==> config.mk <==
export PLATFORM = sky130hd
export DESIGN_NAME = tpu_link_initiator_flat
export DESIGN_NICKNAME = d
export VERILOG_FILES = /design/src/rtl/tpu_link_if.sv /design/src/rtl/tpu_link_initiator.sv /design/src/flat_wrapper.sv
export SDC_FILE = /design/constraint.sdc
export NUM_CORES = 1
export LEC_CHECK = 0
export CORE_UTILIZATION = 56
export CTS_BUF_LIST = sky130_fd_sc_hd__clkbuf_4
export DETAILED_ROUTE_END_ITERATION = 8
export PLACE_DENSITY = 0.79
export SLEW_MARGIN = 10
export SYNTH_ARGS = -nofsm -noshare
export SYNTH_HDL_FRONTEND = slang
export SYNTH_SLANG_ARGS = --single-unit
==> constraint.sdc <==
create_clock -name clk -period 2.8 [get_ports clk]
set_input_delay 0.56 -clock clk [delete_from_list [all_inputs] [get_ports clk]]
set_output_delay 0.56 -clock clk [all_outputs]
set_load 0.1 [all_outputs]
==> src/rtl/tpu_link_if.sv <==
// Command, byte-link, source-memory and sink-memory signals of the TPU link initiator.
// master = initiator side, slave = host/link/memory side.
interface tpu_link_if;
    logic        cmd_valid;
    logic [7:0]  cmd_op;
    logic        cmd_ready;
    logic [7:0]  tx_data;
    logic        tx_valid;
    logic        tx_ready;
    logic [7:0]  rx_data;
    logic        rx_valid;
    logic        src_rd;
    logic [5:0]  src_addr;
    logic [15:0] src_data;
    logic        snk_we;
    logic [5:0]  snk_addr;
    logic [15:0] snk_data;
    logic        busy;
    logic        done;
    logic [1:0]  result;
    logic [7:0]  status_byte;
    logic [23:0] cycle_count;

    modport master (
        input  cmd_valid, cmd_op, tx_ready, rx_data, rx_valid, src_data,
        output cmd_ready, tx_data, tx_valid, src_rd, src_addr,
               snk_we, snk_addr, snk_data, busy, done, result, status_byte, cycle_count
    );

    modport slave (
        output cmd_valid, cmd_op, tx_ready, rx_data, rx_valid, src_data,
        input  cmd_ready, tx_data, tx_valid, src_rd, src_addr,
               snk_we, snk_addr, snk_data, busy, done, result, status_byte, cycle_count
    );
endinterface

==> src/rtl/tpu_link_initiator.sv <==
// Runs one opcode over a byte link: command byte, ACK, then matrix write/read or status fetch.
// Latency: command byte offered the cycle after acceptance; each payload word takes 2 fetch cycles + 2 bytes.
// Backpressure: tx holds byte until tx_ready (no timeout there); rx cannot be stalled, response gaps time out.
module tpu_link_initiator #(
    parameter int TIMEOUT_CYCLES = 1000000,
    parameter int PAYLOAD_WORDS  = 64
) (
    input  logic clk,
    input  logic rst,
    tpu_link_if.master link
);

    typedef enum logic [3:0] {
        IDLE, SEND_CMD, WAIT_ACK, FETCH, SEND_LO, SEND_HI,
        RECV_LO, RECV_HI, RECV_STAT, FINISH
    } state_t;

    localparam int             TW       = (TIMEOUT_CYCLES > 1) ? $clog2(TIMEOUT_CYCLES) : 1;
    localparam logic [TW-1:0]  TMO_LAST = TW'(TIMEOUT_CYCLES - 1);
    localparam logic [5:0]     LAST_IDX = 6'(PAYLOAD_WORDS - 1);

    localparam logic [1:0] RES_OK    = 2'b00;
    localparam logic [1:0] RES_NACK  = 2'b01;
    localparam logic [1:0] RES_TMO   = 2'b10;
    localparam logic [1:0] RES_PROTO = 2'b11;

    state_t        state;
    logic [7:0]    op;
    logic [5:0]    idx;
    logic          fetch_wait;
    logic [7:0]    word_hi;
    logic [7:0]    lo_byte;
    logic [1:0]    stat_cnt;
    logic [23:0]   stat_sh;
    logic [TW-1:0] tmo_cnt;
    logic          waiting;
    logic          tmo_hit;

    assign waiting = (state == WAIT_ACK) || (state == RECV_LO) ||
                     (state == RECV_HI)  || (state == RECV_STAT);
    assign tmo_hit = (tmo_cnt == TMO_LAST);

    always_ff @(posedge clk) begin
        if (rst) begin
            state            <= IDLE;
            op               <= '0;
            idx              <= '0;
            fetch_wait       <= 1'b0;
            word_hi          <= '0;
            lo_byte          <= '0;
            stat_cnt         <= '0;
            stat_sh          <= '0;
            tmo_cnt          <= '0;
            link.cmd_ready   <= 1'b1;
            link.tx_valid    <= 1'b0;
            link.tx_data     <= '0;
            link.src_rd      <= 1'b0;
            link.src_addr    <= '0;
            link.snk_we      <= 1'b0;
            link.snk_addr    <= '0;
            link.snk_data    <= '0;
            link.busy        <= 1'b0;
            link.done        <= 1'b0;
            link.result      <= '0;
            link.status_byte <= '0;
            link.cycle_count <= '0;
        end else begin
            link.src_rd <= 1'b0;
            link.snk_we <= 1'b0;
            link.done   <= 1'b0;
            // Every wait-to-wait transition happens on rx_valid, so this also clears on state entry.
            tmo_cnt <= (waiting && !link.rx_valid) ? tmo_cnt + 1'b1 : '0;

            case (state)
                IDLE: begin
                    if (link.cmd_valid && link.cmd_ready) begin
                        op             <= link.cmd_op;
                        link.cmd_ready <= 1'b0;
                        link.busy      <= 1'b1;
                        if (link.cmd_op >= 8'h01 && link.cmd_op <= 8'h08) begin
                            state         <= SEND_CMD;
                            link.tx_valid <= 1'b1;
                            link.tx_data  <= link.cmd_op;
                        end else begin
                            state       <= FINISH;
                            link.done   <= 1'b1;
                            link.result <= RES_PROTO;
                        end
                    end
                end
                SEND_CMD: begin
                    if (link.tx_ready) begin
                        link.tx_valid <= 1'b0;
                        state         <= WAIT_ACK;
                    end
                end
                WAIT_ACK: begin
                    if (link.rx_valid) begin
                        idx <= '0;
                        if (link.rx_data == 8'hAA) begin
                            case (op)
                                8'h01, 8'h02: begin
                                    state         <= FETCH;
                                    fetch_wait    <= 1'b0;
                                    link.src_rd   <= 1'b1;
                                    link.src_addr <= '0;
                                end
                                8'h03, 8'h07, 8'h08: state <= RECV_LO;
                                8'h05: begin
                                    state    <= RECV_STAT;
                                    stat_cnt <= '0;
                                end
                                default: begin
                                    state       <= FINISH;
                                    link.done   <= 1'b1;
                                    link.result <= RES_OK;
                                end
                            endcase
                        end else begin
                            state       <= FINISH;
                            link.done   <= 1'b1;
                            link.result <= (link.rx_data == 8'h55) ? RES_NACK : RES_PROTO;
                        end
                    end else if (tmo_hit) begin
                        state       <= FINISH;
                        link.done   <= 1'b1;
                        link.result <= RES_TMO;
                    end
                end
                FETCH: begin
                    // src_data is valid only in the second FETCH cycle.
                    if (!fetch_wait) begin
                        fetch_wait <= 1'b1;
                    end else begin
                        fetch_wait    <= 1'b0;
                        link.tx_data  <= link.src_data[7:0];
                        word_hi       <= link.src_data[15:8];
                        link.tx_valid <= 1'b1;
                        state         <= SEND_LO;
                    end
                end
                SEND_LO: begin
                    if (link.tx_ready) begin
                        link.tx_data <= word_hi;
                        state        <= SEND_HI;
                    end
                end
                SEND_HI: begin
                    if (link.tx_ready) begin
                        link.tx_valid <= 1'b0;
                        if (idx == LAST_IDX) begin
                            state       <= FINISH;
                            link.done   <= 1'b1;
                            link.result <= RES_OK;
                        end else begin
                            idx           <= idx + 6'd1;
                            link.src_rd   <= 1'b1;
                            link.src_addr <= idx + 6'd1;
                            state         <= FETCH;
                        end
                    end
                end
                RECV_LO: begin
                    if (link.rx_valid) begin
                        lo_byte <= link.rx_data;
                        state   <= RECV_HI;
                    end else if (tmo_hit) begin
                        state       <= FINISH;
                        link.done   <= 1'b1;
                        link.result <= RES_TMO;
                    end
                end
                RECV_HI: begin
                    if (link.rx_valid) begin
                        link.snk_we   <= 1'b1;
                        link.snk_addr <= idx;
                        link.snk_data <= {link.rx_data, lo_byte};
                        if (idx == LAST_IDX) begin
                            state       <= FINISH;
                            link.done   <= 1'b1;
                            link.result <= RES_OK;
                        end else begin
                            idx   <= idx + 6'd1;
                            state <= RECV_LO;
                        end
                    end else if (tmo_hit) begin
                        state       <= FINISH;
                        link.done   <= 1'b1;
                        link.result <= RES_TMO;
                    end
                end
                RECV_STAT: begin
                    if (link.rx_valid) begin
                        stat_cnt <= stat_cnt + 2'd1;
                        case (stat_cnt)
                            2'd0: stat_sh[7:0]   <= link.rx_data;
                            2'd1: stat_sh[15:8]  <= link.rx_data;
                            2'd2: stat_sh[23:16] <= link.rx_data;
                            default: begin
                                // Visible status only changes once the full 4-byte record is in.
                                link.status_byte <= stat_sh[7:0];
                                link.cycle_count <= {link.rx_data, stat_sh[23:16], stat_sh[15:8]};
                                state            <= FINISH;
                                link.done        <= 1'b1;
                                link.result      <= RES_OK;
                            end
                        endcase
                    end else if (tmo_hit) begin
                        state       <= FINISH;
                        link.done   <= 1'b1;
                        link.result <= RES_TMO;
                    end
                end
                FINISH: begin
                    state          <= IDLE;
                    link.cmd_ready <= 1'b1;
                    link.busy      <= 1'b0;
                end
                default: state <= IDLE;
            endcase
        end
    end

endmodule

==> src/flat_wrapper.sv <==
// flat-port wrapper written by rule: the top's interface ports become plain ports
module tpu_link_initiator_flat 
#(
    parameter int TIMEOUT_CYCLES = 1000000,
    parameter int PAYLOAD_WORDS  = 64
)
  (clk, rst, link_cmd_valid, link_cmd_op, link_tx_ready, link_rx_data, link_rx_valid, link_src_data, link_cmd_ready, link_tx_data, link_tx_valid, link_src_rd, link_src_addr, link_snk_we, link_snk_addr, link_snk_data, link_busy, link_done, link_result, link_status_byte, link_cycle_count);
  tpu_link_if link_i ();
  input  logic clk;
  input  logic rst;
  input wire logic [$bits(link_i.cmd_valid)-1:0] link_cmd_valid;
  input wire logic [$bits(link_i.cmd_op)-1:0] link_cmd_op;
  input wire logic [$bits(link_i.tx_ready)-1:0] link_tx_ready;
  input wire logic [$bits(link_i.rx_data)-1:0] link_rx_data;
  input wire logic [$bits(link_i.rx_valid)-1:0] link_rx_valid;
  input wire logic [$bits(link_i.src_data)-1:0] link_src_data;
  output wire logic [$bits(link_i.cmd_ready)-1:0] link_cmd_ready;
  output wire logic [$bits(link_i.tx_data)-1:0] link_tx_data;
  output wire logic [$bits(link_i.tx_valid)-1:0] link_tx_valid;
  output wire logic [$bits(link_i.src_rd)-1:0] link_src_rd;
  output wire logic [$bits(link_i.src_addr)-1:0] link_src_addr;
  output wire logic [$bits(link_i.snk_we)-1:0] link_snk_we;
  output wire logic [$bits(link_i.snk_addr)-1:0] link_snk_addr;
  output wire logic [$bits(link_i.snk_data)-1:0] link_snk_data;
  output wire logic [$bits(link_i.busy)-1:0] link_busy;
  output wire logic [$bits(link_i.done)-1:0] link_done;
  output wire logic [$bits(link_i.result)-1:0] link_result;
  output wire logic [$bits(link_i.status_byte)-1:0] link_status_byte;
  output wire logic [$bits(link_i.cycle_count)-1:0] link_cycle_count;
  assign link_i.cmd_valid = link_cmd_valid;
  assign link_i.cmd_op = link_cmd_op;
  assign link_i.tx_ready = link_tx_ready;
  assign link_i.rx_data = link_rx_data;
  assign link_i.rx_valid = link_rx_valid;
  assign link_i.src_data = link_src_data;
  assign link_cmd_ready = link_i.cmd_ready;
  assign link_tx_data = link_i.tx_data;
  assign link_tx_valid = link_i.tx_valid;
  assign link_src_rd = link_i.src_rd;
  assign link_src_addr = link_i.src_addr;
  assign link_snk_we = link_i.snk_we;
  assign link_snk_addr = link_i.snk_addr;
  assign link_snk_data = link_i.snk_data;
  assign link_busy = link_i.busy;
  assign link_done = link_i.done;
  assign link_result = link_i.result;
  assign link_status_byte = link_i.status_byte;
  assign link_cycle_count = link_i.cycle_count;
  tpu_link_initiator #(.TIMEOUT_CYCLES(TIMEOUT_CYCLES), .PAYLOAD_WORDS(PAYLOAD_WORDS)) u_core (.clk(clk), .rst(rst), .link(link_i));
endmodule
* Word-level counts from Yosys, hierarchy flattened
Index checks and enable logic that the tools add are counted.
** Storage, ports and cells
- Register bits after elaboration :: 157
- Output and inout bits :: 76
** Cells by class
- Add/sub/neg operators :: 3
- Order comparisons :: 2
- Equality and inequality tests :: 39
- Muxes and demuxes :: 86
- Bitwise gates (word level) :: 3
- Reductions and logical operators :: 41
** Operators by type and width (number)
- two-way mux 4 bit :: 15
- two-way mux 6 bit :: 9
- case mux 4 bit (9 select lines) :: 1
- two-way mux 2 bit :: 17
- two-way mux 8 bit :: 4
- two-way mux 1 bit :: 28
- != test 2 bit, second input constant :: 12
- case mux 8 bit (3 select lines) :: 1
- adder 20 x 1 -> 20 bit, second input constant :: 1
- == test 20 bit, second input constant :: 1
- case mux 6 bit (3 select lines) :: 1
- == test 4 x 3 -> 1 bit, second input constant :: 4
- == test 8 x 2 -> 1 bit, second input constant :: 2
- == test 8 x 3 -> 1 bit, second input constant :: 2
- AND reduction 5 bit :: 3
- case mux 2 bit (6 select lines) :: 1
- case mux 4 bit (3 select lines) :: 1
- case mux 6 bit (2 select lines) :: 1
- AND reduction 3 bit :: 4
- AND reduction 6 bit :: 2
- AND reduction 2 bit :: 5
- nonzero test 3 bit :: 3
- == test 4 x 2 -> 1 bit, second input constant :: 2
- == test 4 bit, second input constant :: 2
- other kinds (32) :: 52

* Longest topological paths before layout
- Depth after elaboration :: 7
- Mapped depth :: 8
- Depth with buffers taken out :: 6

* Least setup slack after synthesis
Ideal clock, no wire load.
- Path kind :: register to register
- From :: register u_core.link.cmd_ready
- To :: register u_core.link.tx_data[5]
- Library setup time :: 0.091 ns
- Data arrival time :: 2.084 ns
- Required time :: 2.709 ns
- Setup slack :: 0.625 ns
- Cell stages (with the launch flop) :: 6
- Period minus slack after synthesis :: 2.175 ns
- Cells stage by stage :: dfxtp_1 a21oi_2 a2111oi_4 buf_6 nor2_1 a311oi_1
** On the way
- Word-level cells in the longest chain between the ends :: 3
** Ends and longest elaborated chain
- start: declaration :: RTL line tpu_link_if.sv:26 : output cmd_ready, tx_data, tx_valid, src_rd, src_addr,
- start signal: assignment :: RTL line tpu_link_initiator.sv:54 : link.cmd_ready <= 1'b1;
- start signal: assignment :: RTL line tpu_link_initiator.sv:78 : link.cmd_ready <= 1'b0;
- start signal: assignment :: RTL line tpu_link_initiator.sv:216 : link.cmd_ready <= 1'b1;
- logical AND 1 bit :: RTL line tpu_link_initiator.sv:76 : if (link.cmd_valid && link.cmd_ready) begin
- != test 2 x 1 -> 1 bit (no source line)
- AND reduction 5 bit (no source line)
- end signal: assignment :: RTL line tpu_link_initiator.sv:83 : link.tx_data <= link.cmd_op;
- end signal: assignment :: RTL line tpu_link_initiator.sv:136 : link.tx_data <= link.src_data[7:0];
- end signal: assignment :: RTL line tpu_link_initiator.sv:144 : link.tx_data <= word_hi;
- end: declaration :: RTL line tpu_link_if.sv:26
No other way between the ends.
A chain may end at the register's enable or synchronous reset.

* Final worst setup path
- From :: register u_core.state[1]
- To :: register u_core.state[2]
** On the way
- Word-level cells in the longest chain between the ends :: 3
** Ends and longest elaborated chain
- start: declaration :: RTL line tpu_link_initiator.sv:27 : state_t state;
- start signal: assignment :: RTL line tpu_link_initiator.sv:45 : state <= IDLE;
- start signal: assignment :: RTL line tpu_link_initiator.sv:81 : state <= SEND_CMD;
- start signal: assignment :: RTL line tpu_link_initiator.sv:85 : state <= FINISH;
- == test 4 bit, or another cell as far along :: RTL line tpu_link_initiator.sv:74 : case (state)
- != test 3 bit (no source line), or another cell as far along
- AND reduction 6 bit (no source line)
Several ways; a longest one is shown, not always the timed one.

==> impl_metrics.json <==
{
  "hold_buffers": 0,
  "critical_path.max_stage_delay_ps": 700,
  "pre_cts_slack_ps": 173,
  "fin_crit_ps": 2380,
  "crit_required_ps": 3300,
  "grt.busiest_layer": "met2",
  "synth_ff_type": "dfxtp_1",
  "startpoint": "u_core.state[1]",
  "start_util_pct": 58.3,
  "timing.rr.start": "u_core.state[1]",
  "dp_hpwl_mm": 13.5,
  "area_growth_pct": 20.6,
  "skew_ps": 16.4,
  "tritoncts": "done",
  "drive_above_1_share_pct": 17.8,
  "gr-usage-met3_pct": 5.88,
  "wl_mm": 18.8,
  "overflow": 0,
  "cp-start-kind": "register",
  "grt_use_met2_pct": 45.9,
  "synth_top_area_share_pct": 44.3,
  "synth_nets": 882,
  "drv_cap": 0,
  "die_area_sq_um": 13100,
  "rrSetupSlack_ps": 420,
  "cp_num_buf_inv": 0,
  "io_buffers": 112,
  "sw_frac_of_total_pct": 39.3,
  "worst_path_max_delay_cell": "dfxtp_1",
  "path_clk_slew_ps": 120,
  "drc_errors": 0,
  "io_pins": 113,
  "synth_cell_type_count": 79,
  "grt_first_pass_wirelength_mm": 30.0,
  "p_leak_nw": 3.29,
  "seq_area_frac_synth_pct": 44.3,
  "cts_resized": 0,
  "r2r_end": "u_core.state[2]",
  "core-area_sq_um": 12200,
  "irDropWorstVdd_mv": 0.487,
  "vias": 6647,
  "grt_util_met1_pct": 38.7,
  "n_fill_cell": 1018,
  "setup_viol": 0,
  "finalHoldViolCount": 0,
  "htree_num_levels": 4,
  "maxSlewHeadroom_pct": 55.9,
  "die_w_um": 115,
  "async_flop_share_pct": 0,
  "routedWlPerCell_um": 16.5,
  "gp_congestion": 0.932,
  "end_kind": "register",
  "antenna_found_initial": 1,
  "rows": 40,
  "cts_inserted_buffers": 17,
  "first_pass_iters": 5,
  "final_cell_mix": "dfxtp_1 (157), nand2_1 (152), buf_4 (115)",
  "finalWorstSetupSlack_ps": 419,
  "final_common_cell": "dfxtp_1",
  "crit_end": "u_core.state[2]",
  "hp-class": "input port to register",
  "cts-root-buf": "clkbuf_4",
  "yosysTopAreaCell": "dfxtp_1",
  "gr-usage-all-layers_pct": 29.2,
  "p_int_mw": 3.35,
  "drv_slew": 0,
  "tns_ps": 0,
  "fp.dieH_um": 115,
  "ant_nets": 0,
  "hold_ws_ps": 378,
  "p_comb_share_pct": 32.4,
  "p_clk_share_pct": 22.2,
  "pwr-share-seq_pct": 45.4,
  "grt_pass1_vias": 6215,
  "rsz0062_at_grt": "false",
  "grt_max_degree": 104,
  "path_delay_family": "compound AO/OA/AOI/OAI gates",
  "clock-sinks": 157,
  "switchingPower_mw": 2.17,
  "fmax_ghz": 0.420,
  "avgSynthCellArea_sq_um": 8.45,
  "arrival_ps": 2880,
  "status": "complete, no violations",
  "synth_area_leaders": "dfxtp_1 (44%), nand2_1 (8.0%), a21oi_1 (5.9%)",
  "drtIter0Drc": 632,
  "via_per_inst": 5.84,
  "synthCells": 839,
  "ys_ff_latch": 157,
  "synth_area_sq_um": 7090,
  "crit_chain": "nor2b_1 -> o21ai_0 -> a221o_1 -> and3_1 -> o31ai_1",
  "yosys_warnings": 0,
  "critPathMaxFanout": 14,
  "max-clock-path-buffers": 2,
  "fin_nets": 1000,
  "synth_edf_count": 0,
  "min_from": "rst",
  "r2r.worst_path.cells": 5,
  "critPathKind": "register to register",
  "pwr_density_cell_nw_per_um2": 646,
  "post_cts_buffers": 0,
  "period_share_pct": 85.0,
  "path_depth": 5,
  "clkLatencyLatePin_ps": 590,
  "worst_slew_pin_slew_ps": 654
}
[Yosys cell counts (3+ instances only)]
| master | number |
|---|---|
| dfxtp_1 | 157 |
| ha_1 | 6 |
| o32ai_1 | 3 |
| clkbuf_1 | 36 |
| or3_1 | 3 |
| nand3_1 | 26 |
| or4bb_1 | 3 |
| xnor2_1 | 17 |
| o211ai_1 | 7 |
| a31oi_1 | 7 |
| a21oi_1 | 84 |
| nand2_1 | 152 |
| o31ai_1 | 5 |
| nand2_2 | 3 |
| nor3_1 | 13 |
| nor4b_1 | 3 |
| or4_1 | 3 |
| a211oi_1 | 4 |
| nand4_1 | 10 |
| buf_4 | 5 |
| nor2_1 | 89 |
| a22oi_1 | 11 |
| and3_1 | 10 |
| and4bb_2 | 3 |
| a32o_1 | 3 |
| and2_1 | 5 |
| nor4_1 | 5 |
| nor3b_1 | 5 |
| a311oi_1 | 8 |
| o22ai_1 | 6 |
| nor2b_1 | 4 |
| mux2i_1 | 41 |
| inv_1 | 10 |
| nand2b_1 | 6 |
| buf_2 | 10 |
| xor2_1 | 5 |
| o21ai_0 | 22 |
[state kept, by name (all words and copies together) (netlist names), 2 cells and up]
| register | count |
|---|---|
| u_core.idx | 6 |
| u_core.link.cycle_count | 24 |
| u_core.link.status_byte | 8 |
| u_core.link.src_addr | 6 |
| u_core.state | 4 |
| u_core.link.result | 2 |
| u_core.word_hi | 8 |
| u_core.link.snk_addr | 6 |
| u_core.tmo_cnt | 20 |
| u_core.stat_cnt | 2 |
| u_core.op | 8 |
| u_core.stat_sh | 24 |
| u_core.link.snk_data | 16 |
| u_core.link.tx_data | 8 |
| u_core.lo_byte | 8 |
[worst register-to-register path: stages (launching register included)]
cell and delay (ps):
dfxtp_1 700, nor2b_1 490, o21ai_0 370, a221o_1 350, and3_1 190, o31ai_1 210
[how the worst min path moves through the flow]
stage | slack, ps | cells past startpoint | to
2_1_floorplan | 430 | 2 | u_core.link.cycle_count[13]
3_3_place_gp | 440 | 2 | u_core.link.cycle_count[15]
3_5_place_dp | 450 | 2 | u_core.link.snk_data[7]
4_1_cts | 330 | 2 | u_core.op[1]
5_1_grt | 370 | 2 | u_core.op[1]
6_report | 380 | 2 | u_core.op[1]
[stage by stage]
step	util, %	std cells	power (mW)	instance area (sq um)
2_1_floorplan	-	839	3.82	7090
3_3_place_gp	68.3	1106	4.30	8310
3_5_place_dp	68.3	1106	4.32	8310
4_1_cts	70.3	1138	5.54	8550
5_1_grt	70.3	1139	5.77	8560
6_report	70.3	1139	5.52	8560
[cells by family after synthesis]
group | share of synthesized area, %
AOI/OAI and AO/OA | 17.5
adders and majority gates | 1.06
buffers and inverters | 3.88
muxes | 5.79
xor gates and xnor gates | 2.72
and+or+nand+nor | 24.7
DFF | 44.3
[power by group through the flow]
stage / combinational (mW) / clock [mW] / sequential, mW
5_1_grt: 1.91 / 1.33 / 2.53
6_report: 1.79 / 1.22 / 2.51
3_5_place_dp: 1.76 / 0 / 2.56
3_3_place_gp: 1.75 / 0 / 2.55
4_1_cts: 1.77 / 1.26 / 2.51
2_1_floorplan: 0.984 / 0 / 2.83
[per-layer routing]
layer / wire, um / vias to the layer above / part of all wire [%]
met1: 8360 / 3114 / 45
li1: - / 3221 / -
met5: 0 / - / 0
met3: 1290 / 43 / 6.9
met2: 8660 / 269 / 46
met4: 462 / 0 / 2.5
[layout make-up]
cell class                      count  area, sq um  share of cell area [%]
Multi-Input combinational cell    619         3680                    43.0
Sequential cell                   157         3140                    36.7
Timing Repair Buffer              151         1230                    14.4
Tap cell                          168          210                    2.46
Clock buffer                       18          135                    1.58
Clock inverter                     14          111                    1.30
Inverter                           11         41.3                   0.483
Antenna cell                        1         2.50                  0.0292
No activity file was read; power rests on OpenSTA's default activity.
